==> src/rtl/rcc_pclk_timer_div_mc.sv <==
// APB/timer kernel clock divider: one prescaled pclk plus NUM_TIM phase-aligned timer clocks.
// Ratio changes are shadowed and applied only on the last cycle of a pclk period.
module rcc_pclk_timer_div_mc #(
  parameter int unsigned       PRE_W        = 3,
  parameter int unsigned       NUM_TIM      = 2,
  parameter logic [PRE_W-1:0]  RST_DIV_SEL  = '0,
  parameter logic [1:0]        RST_TIM_MODE = 2'b00
) (
  input  logic                   i_clk,
  input  logic                   rst_n,
  input  logic [PRE_W-1:0]       div_sel,
  input  logic [2*NUM_TIM-1:0]   tim_mode,
  output logic                   pclk,
  output logic                   pclk_en,
  output logic [NUM_TIM-1:0]     tim_ker_clk,
  output logic [NUM_TIM-1:0]     tim_en,
  output logic                   div_en,
  output logic                   upd_pending
);

  localparam int unsigned CNT_W  = 2 ** (PRE_W - 1);
  localparam int unsigned EXP_W  = $clog2(CNT_W + 1);
  localparam int unsigned MODE_W = 2 * NUM_TIM;

  logic [PRE_W-1:0]  a_sel_q, a_sel_d;
  logic [MODE_W-1:0] a_mode_q, a_mode_d;
  logic [CNT_W-1:0]  cnt_q, cnt_d;

  logic [EXP_W-1:0]  e_p;
  logic [CNT_W-1:0]  m_p;
  logic [EXP_W-1:0]  e_t [NUM_TIM];
  logic [CNT_W-1:0]  m_t [NUM_TIM];
  logic              period_end;
  logic              boundary;

  logic              pclk_lat;
  logic [NUM_TIM-1:0] tim_lat;

  function automatic logic [CNT_W-1:0] exp_mask(input logic [EXP_W-1:0] e);
    logic [CNT_W-1:0] m;
    m = '0;
    for (int i = 0; i < int'(CNT_W); i++) begin
      m[i] = (i < int'(e));
    end
    return m;
  endfunction

  // Exponents and masks from the applied configuration
  always_comb begin
    e_p = '0;
    if (a_sel_q[PRE_W-1]) begin
      e_p = EXP_W'(a_sel_q[PRE_W-2:0]) + EXP_W'(1);
    end
    m_p = exp_mask(e_p);
    for (int i = 0; i < int'(NUM_TIM); i++) begin
      e_t[i] = '0;
      case (a_mode_q[2*i +: 2])
        2'b00:   e_t[i] = (e_p > EXP_W'(0)) ? e_p - EXP_W'(1) : '0;
        2'b01:   e_t[i] = (e_p > EXP_W'(1)) ? e_p - EXP_W'(2) : '0;
        2'b10:   e_t[i] = '0;
        default: e_t[i] = e_p;
      endcase
      m_t[i] = exp_mask(e_t[i]);
    end
  end

  assign upd_pending = ({div_sel, tim_mode} != {a_sel_q, a_mode_q});
  assign period_end  = (cnt_q == m_p);
  assign boundary    = upd_pending && period_end;

  // Next state: shadow load restarts the period, otherwise count and wrap
  always_comb begin
    a_sel_d  = a_sel_q;
    a_mode_d = a_mode_q;
    cnt_d    = cnt_q + CNT_W'(1);
    if (boundary) begin
      a_sel_d  = div_sel;
      a_mode_d = tim_mode;
      cnt_d    = '0;
    end else if (period_end) begin
      cnt_d    = '0;
    end
  end

  always_ff @(posedge i_clk or negedge rst_n) begin
    if (!rst_n) begin
      a_sel_q  <= RST_DIV_SEL;
      a_mode_q <= {NUM_TIM{RST_TIM_MODE}};
      cnt_q    <= '0;
    end else begin
      a_sel_q  <= a_sel_d;
      a_mode_q <= a_mode_d;
      cnt_q    <= cnt_d;
    end
  end

  // Enables decoded from registered count only
  always_comb begin
    pclk_en = ((cnt_q & m_p) == '0);
    div_en  = (e_p != '0);
    for (int i = 0; i < int'(NUM_TIM); i++) begin
      tim_en[i] = ((cnt_q & m_t[i]) == '0);
    end
  end

  // Clock-gate latches, transparent while i_clk is low
  always_latch begin
    if (!rst_n) begin
      pclk_lat <= 1'b0;
      tim_lat  <= '0;
    end else if (!i_clk) begin
      pclk_lat <= pclk_en;
      tim_lat  <= tim_en;
    end
  end

  assign pclk        = i_clk & pclk_lat;
  assign tim_ker_clk = {NUM_TIM{i_clk}} & tim_lat;

endmodule

==> config.mk <==
export PLATFORM = sky130hd
export DESIGN_NAME = rcc_pclk_timer_div_mc
export DESIGN_NICKNAME = d
export VERILOG_FILES = /design/src/rtl/rcc_pclk_timer_div_mc.sv
export SDC_FILE = /design/constraint.sdc
export NUM_CORES = 1
export LEC_CHECK = 0
export CAP_MARGIN = 10
export CORE_ASPECT_RATIO = 0.75
export CORE_UTILIZATION = 55
export CTS_CLUSTER_SIZE = 28
export DETAILED_ROUTE_END_ITERATION = 8
export GPL_ROUTABILITY_DRIVEN = 0
export PLACE_DENSITY_LB_ADDON = 0.1
export SKIP_LAST_GASP = 1
export SLEW_MARGIN = 20
export SYNTH_ARGS = -nofsm -noshare
export SYNTH_HDL_FRONTEND = slang
export SYNTH_SLANG_ARGS = --single-unit
==> constraint.sdc <==
create_clock -name i_clk -period 6.68 [get_ports i_clk]
set_input_delay 1.002 -clock i_clk [delete_from_list [all_inputs] [get_ports i_clk]]
set_output_delay 1.002 -clock i_clk [all_outputs]
set_load 0.05 [all_outputs]
; ---- After elaboration in Yosys (flattened, before gate mapping)
; Index checks and enable logic that the tools add are counted.
[op_classes]
bitwise_logic = 5
eq_ne = 6
muxes = 15
n_reduce_logical = 7
n_lt_le_gt_ge = 14
add_sub_neg = 4
[op_table]
columns = op, n
row1 = $lt A1 B3 Y1 const A, 6
row2 = $lt A2 B3 Y1 const A, 6
row3 = $pmux W3 S3, 2
row4 = $and A4 B4 Y4, 3
row5 = $logic_not A4 Y1, 3
row6 = $mux W3, 3
row7 = $mux W2, 4
row8 = $mux W4, 2
row9 = $ne A7 B7 Y1, 1
row10 = $gt A3 B1 Y1 const B, 2
row11 = $add A4 B1 Y4 const B, 1
row12 = $eq A2 B1 Y1 const B, 2
row13 = $eq A2 B2 Y1 const B, 2
row14 = $eq A4 B4 Y1, 1
row15 = $logic_not A2 Y1, 2
row16 = $mux W1, 4
row17 = $add A2 B1 Y3 const B, 1
row18 = $reduce_bool A3 Y1, 1
row19 = $sub A3 B1 Y3 const B, 1
row20 = $sub A3 B2 Y3 const B, 1
row21 = $and A2 B2 Y2, 1
row22 = $and A1 B1 Y1, 1
row23 = $logic_and A1 B1 Y1, 1
[totals]
output_inout_bits = 8
wordCells = 57
register_bits = 11
latch_bits = 3
in_bits = 9

; ---- Depth between registers and ports, before layout
; Gate-level depths: netlist of the first run.
[logic_depth]
ltp_word = 10
depth_mapped = 11
mapped_depth_nobuf = 10

==> results.json, run 1 <==
{
  "hold_path_depth": 6,
  "dr.pass1.iters": 8,
  "r2r-start": "a_sel_q[0]$_DFFE_PN0P_",
  "track_usage_pct": 37.2,
  "postCtsSetupRepairBufs": 0,
  "rr_endpoint": "tim_lat[0]$_DLATCH_P_",
  "port_buffers": 16,
  "ys_types": 43,
  "reg2reg_depth": 8,
  "start_util_pct": 58.5,
  "cp.required_ns": 5.68,
  "crit_type": "latch to primary output",
  "final_area_mm2": 0.00155,
  "dpl_cell_area_mm2": 0.00134,
  "cts_tree": "yes",
  "worstSkewPairLatency_ns": 0.59,
  "drv_slew": 0,
  "grt_setup_unrepaired": "no",
  "via_per_inst": 6.07,
  "fillers": 141,
  "diodes": 0,
  "area_growth_pct": 33.0,
  "ant_nets": 0,
  "antenna_found_initial": 0,
  "dr_total_vias": 1196,
  "avgSynthCellArea_um2": 8.98,
  "min_from": "rst_n",
  "cap_violations": 0,
  "grt_pass1_wl_um": 5780,
  "wl_per_cell_um": 15.8,
  "clkTransAtPathRegs_ns": 0.04,
  "die-area_mm2": 0.00231,
  "grt_pass1_vias": 1296,
  "synthesis.area_mm2": 0.00117,
  "final-hold-violation-count": 0,
  "setup_viol": 0,
  "drt_iter0_drc": 66,
  "grt_max_degree": 15,
  "slowest_stage": "clkdlybuf4s50_1",
  "routed_wl_um": 3120,
  "fin_worst_skew_ns": 0.0988,
  "drc": 0,
  "dp.final_hpwl_um": 2010,
  "synth_top_cell_by_area": "dfrtp_1",
  "core_area_mm2": 0.00200,
  "setup_slack_ns": 0.444,
  "ys_warn_count": 0,
  "worst_pin_slew_ns": 0.775,
  "setup-tns-final_ns": 0,
  "rows": 14,
  "cts_resized": 0,
  "overflow": 0,
  "async_flop_share_pct": 78.6,
  "start_kind": "latch",
  "regToRegSetupSlack_ns": 0.67,
  "pre_cts_slack_ns": 0.672,
  "io-pin-count": 17,
  "status": "complete, no violations",
  "relSlewSlack_pct": 47.0,
  "fp.dieH_um": 41.9,
  "hold_class": "input pin to clock gate",
  "drive_gt1_share_pct": 20.2,
  "crit_fanout": 1,
  "synth_top_cell_area_share_pct": 23.6,
  "critical_path.max_stage_delay_ns": 0.85,
  "finalNetCount": 192,
  "synthFlopType": "dfrtp_1",
  "ys_ff_latch": 14,
  "synth-edff-count": 0,
  "crit_path_end_kind": "primary output",
  "synthesis.nets": 150,
  "crit_chain": "and2_1 > clkdlybuf4s50_1",
  "synth_area_leaders": "dfrtp_1 24%, ha_1 12%, mux2_2 4.8%",
  "dieWidth_um": 55.2,
  "syn_inst": 130,
  "arrival_ns": 5.23
}
[synthesized netlist by cell type (2+ instances only)]
| cell type | instances |
|---|---|
| nand3b_1 | 3 |
| ha_1 | 11 |
| xor2_1 | 4 |
| o21ai_0 | 6 |
| dlxtp_1 | 3 |
| nand2_1 | 10 |
| nor2b_1 | 3 |
| a211oi_1 | 3 |
| mux2_2 | 5 |
| and2_1 | 5 |
| xnor2_1 | 5 |
| nor2_1 | 11 |
| dfrtp_1 | 11 |
| a21oi_1 | 3 |
| o21bai_1 | 3 |
| nor4_1 | 4 |
| nand4_1 | 2 |
| inv_1 | 13 |
[cell usage in the layout (no fill, tap or decap), types with 2 or more instances in the layout]
master,netlist,routed
clkbuf_4,0,21
clkdlybuf4s50_1,0,16
inv_1,13,13
nor2_1,11,11
ha_1,11,11
dfrtp_1,11,11
nand2_1,10,10
o21ai_0,6,6
xnor2_1,5,5
and2_1,5,5
mux2_2,5,5
xor2_1,4,4
nor4_1,4,4
dlygate4sd3_1,0,4
nand3b_1,3,3
a21oi_1,3,3
o21bai_1,3,3
nor2b_1,3,3
a211oi_1,3,3
clkbuf_1,1,3
dlxtp_1,3,3
nand4_1,2,2
buf_4,0,2
[routing by layer]
metal	track usage, %	up-vias	share of wire (%)
met5	5.56	-	0
met4	25.5	0	5.1
met3	29.3	25	12
met2	42.9	81	43
met1	44.9	539	40
li1	-	551	-
[layout make-up]
cell class	count	area, um2	area share (%)
inverters	13	48.8	3.14
well taps	24	30.0	1.93
multi-input cells	100	769	49.6
repair buffers	19	185	11.9
flip-flops and latches	14	320	20.6
clock buffers	27	199	12.8
[worst max-delay path, delay by kind of cell (launching register included)]
kind,cells,cell delay [ns]
buffers and inverters,1,0.85
latches,1,0.29
AND/OR/NAND/NOR,1,0.15
[metrics by stage]
step | hold WS, ns | std cells | utilization (%)
after global placement | -1.75 | 169 | 67.3
after floorplan | -2.34 | 130 | -
final | 0.279 | 197 | 77.8
after CTS | 0.253 | 197 | 77.8
after global routing | 0.339 | 197 | 77.8
after detailed placement | -1.74 | 169 | 67.3
[sequential cells by signal, summed over array words and instances, names as in the netlist]
| signal | flops |
|---|---|
| pclk_lat | 1 |
| a_mode_q | 4 |
| cnt_q | 4 |
| a_sel_q | 3 |
| tim_lat | 2 |
[kinds of logic (layout without fill, tap and decap cells)]
family | after synthesis | count (layout) | share of synthesized area (%)
latches | 3 | 3 | 3.86
xor gates and xnor gates | 9 | 9 | 6.75
DFF | 11 | 11 | 23.6
and+or+nand+nor | 45 | 45 | 21.7
AOI/OAI and AO/OA | 29 | 29 | 20.0
buffers and inverters | 16 | 59 | 6.64
adders and majority gates | 11 | 11 | 11.8
muxes | 6 | 6 | 5.68
[what timing repair did]
| action | 4_1_cts | 5_1_grt |
|---|---|---|
| setup endpoints to repair | 0 | 0 |
| hold endpoints to repair | 1 | 0 |
| hold buffers | 4 | 0 |
[how the worst max path moves through the flow]
stage          slack (ns)              startpoint                     to
3_5_place_dp         0.67  a_sel_q[0]$_DFFE_PN0P_  tim_lat[0]$_DLATCH_P_
6_report             0.44     pclk_lat$_DLATCH_P_                   pclk
3_3_place_gp         0.81  a_sel_q[0]$_DFFE_PN0P_  tim_lat[0]$_DLATCH_P_
2_1_floorplan           0  a_sel_q[0]$_DFFE_PN0P_    pclk_lat$_DLATCH_P_
4_1_cts              0.44     pclk_lat$_DLATCH_P_                   pclk
5_1_grt              0.29     pclk_lat$_DLATCH_P_                   pclk
Power of run 1 is not shown: default switching activity piles up to over one toggle a cycle in this logic, so the estimate is an artifact.
==> inputs of run 2 (changes only) <==
ABC_CLOCK_PERIOD_IN_PS = 6680   (was not set)
==> results of run 2 <==
Final layout, timing and power as in run 1 (identical DEF).
Power of run 2 is left out for the same reason.
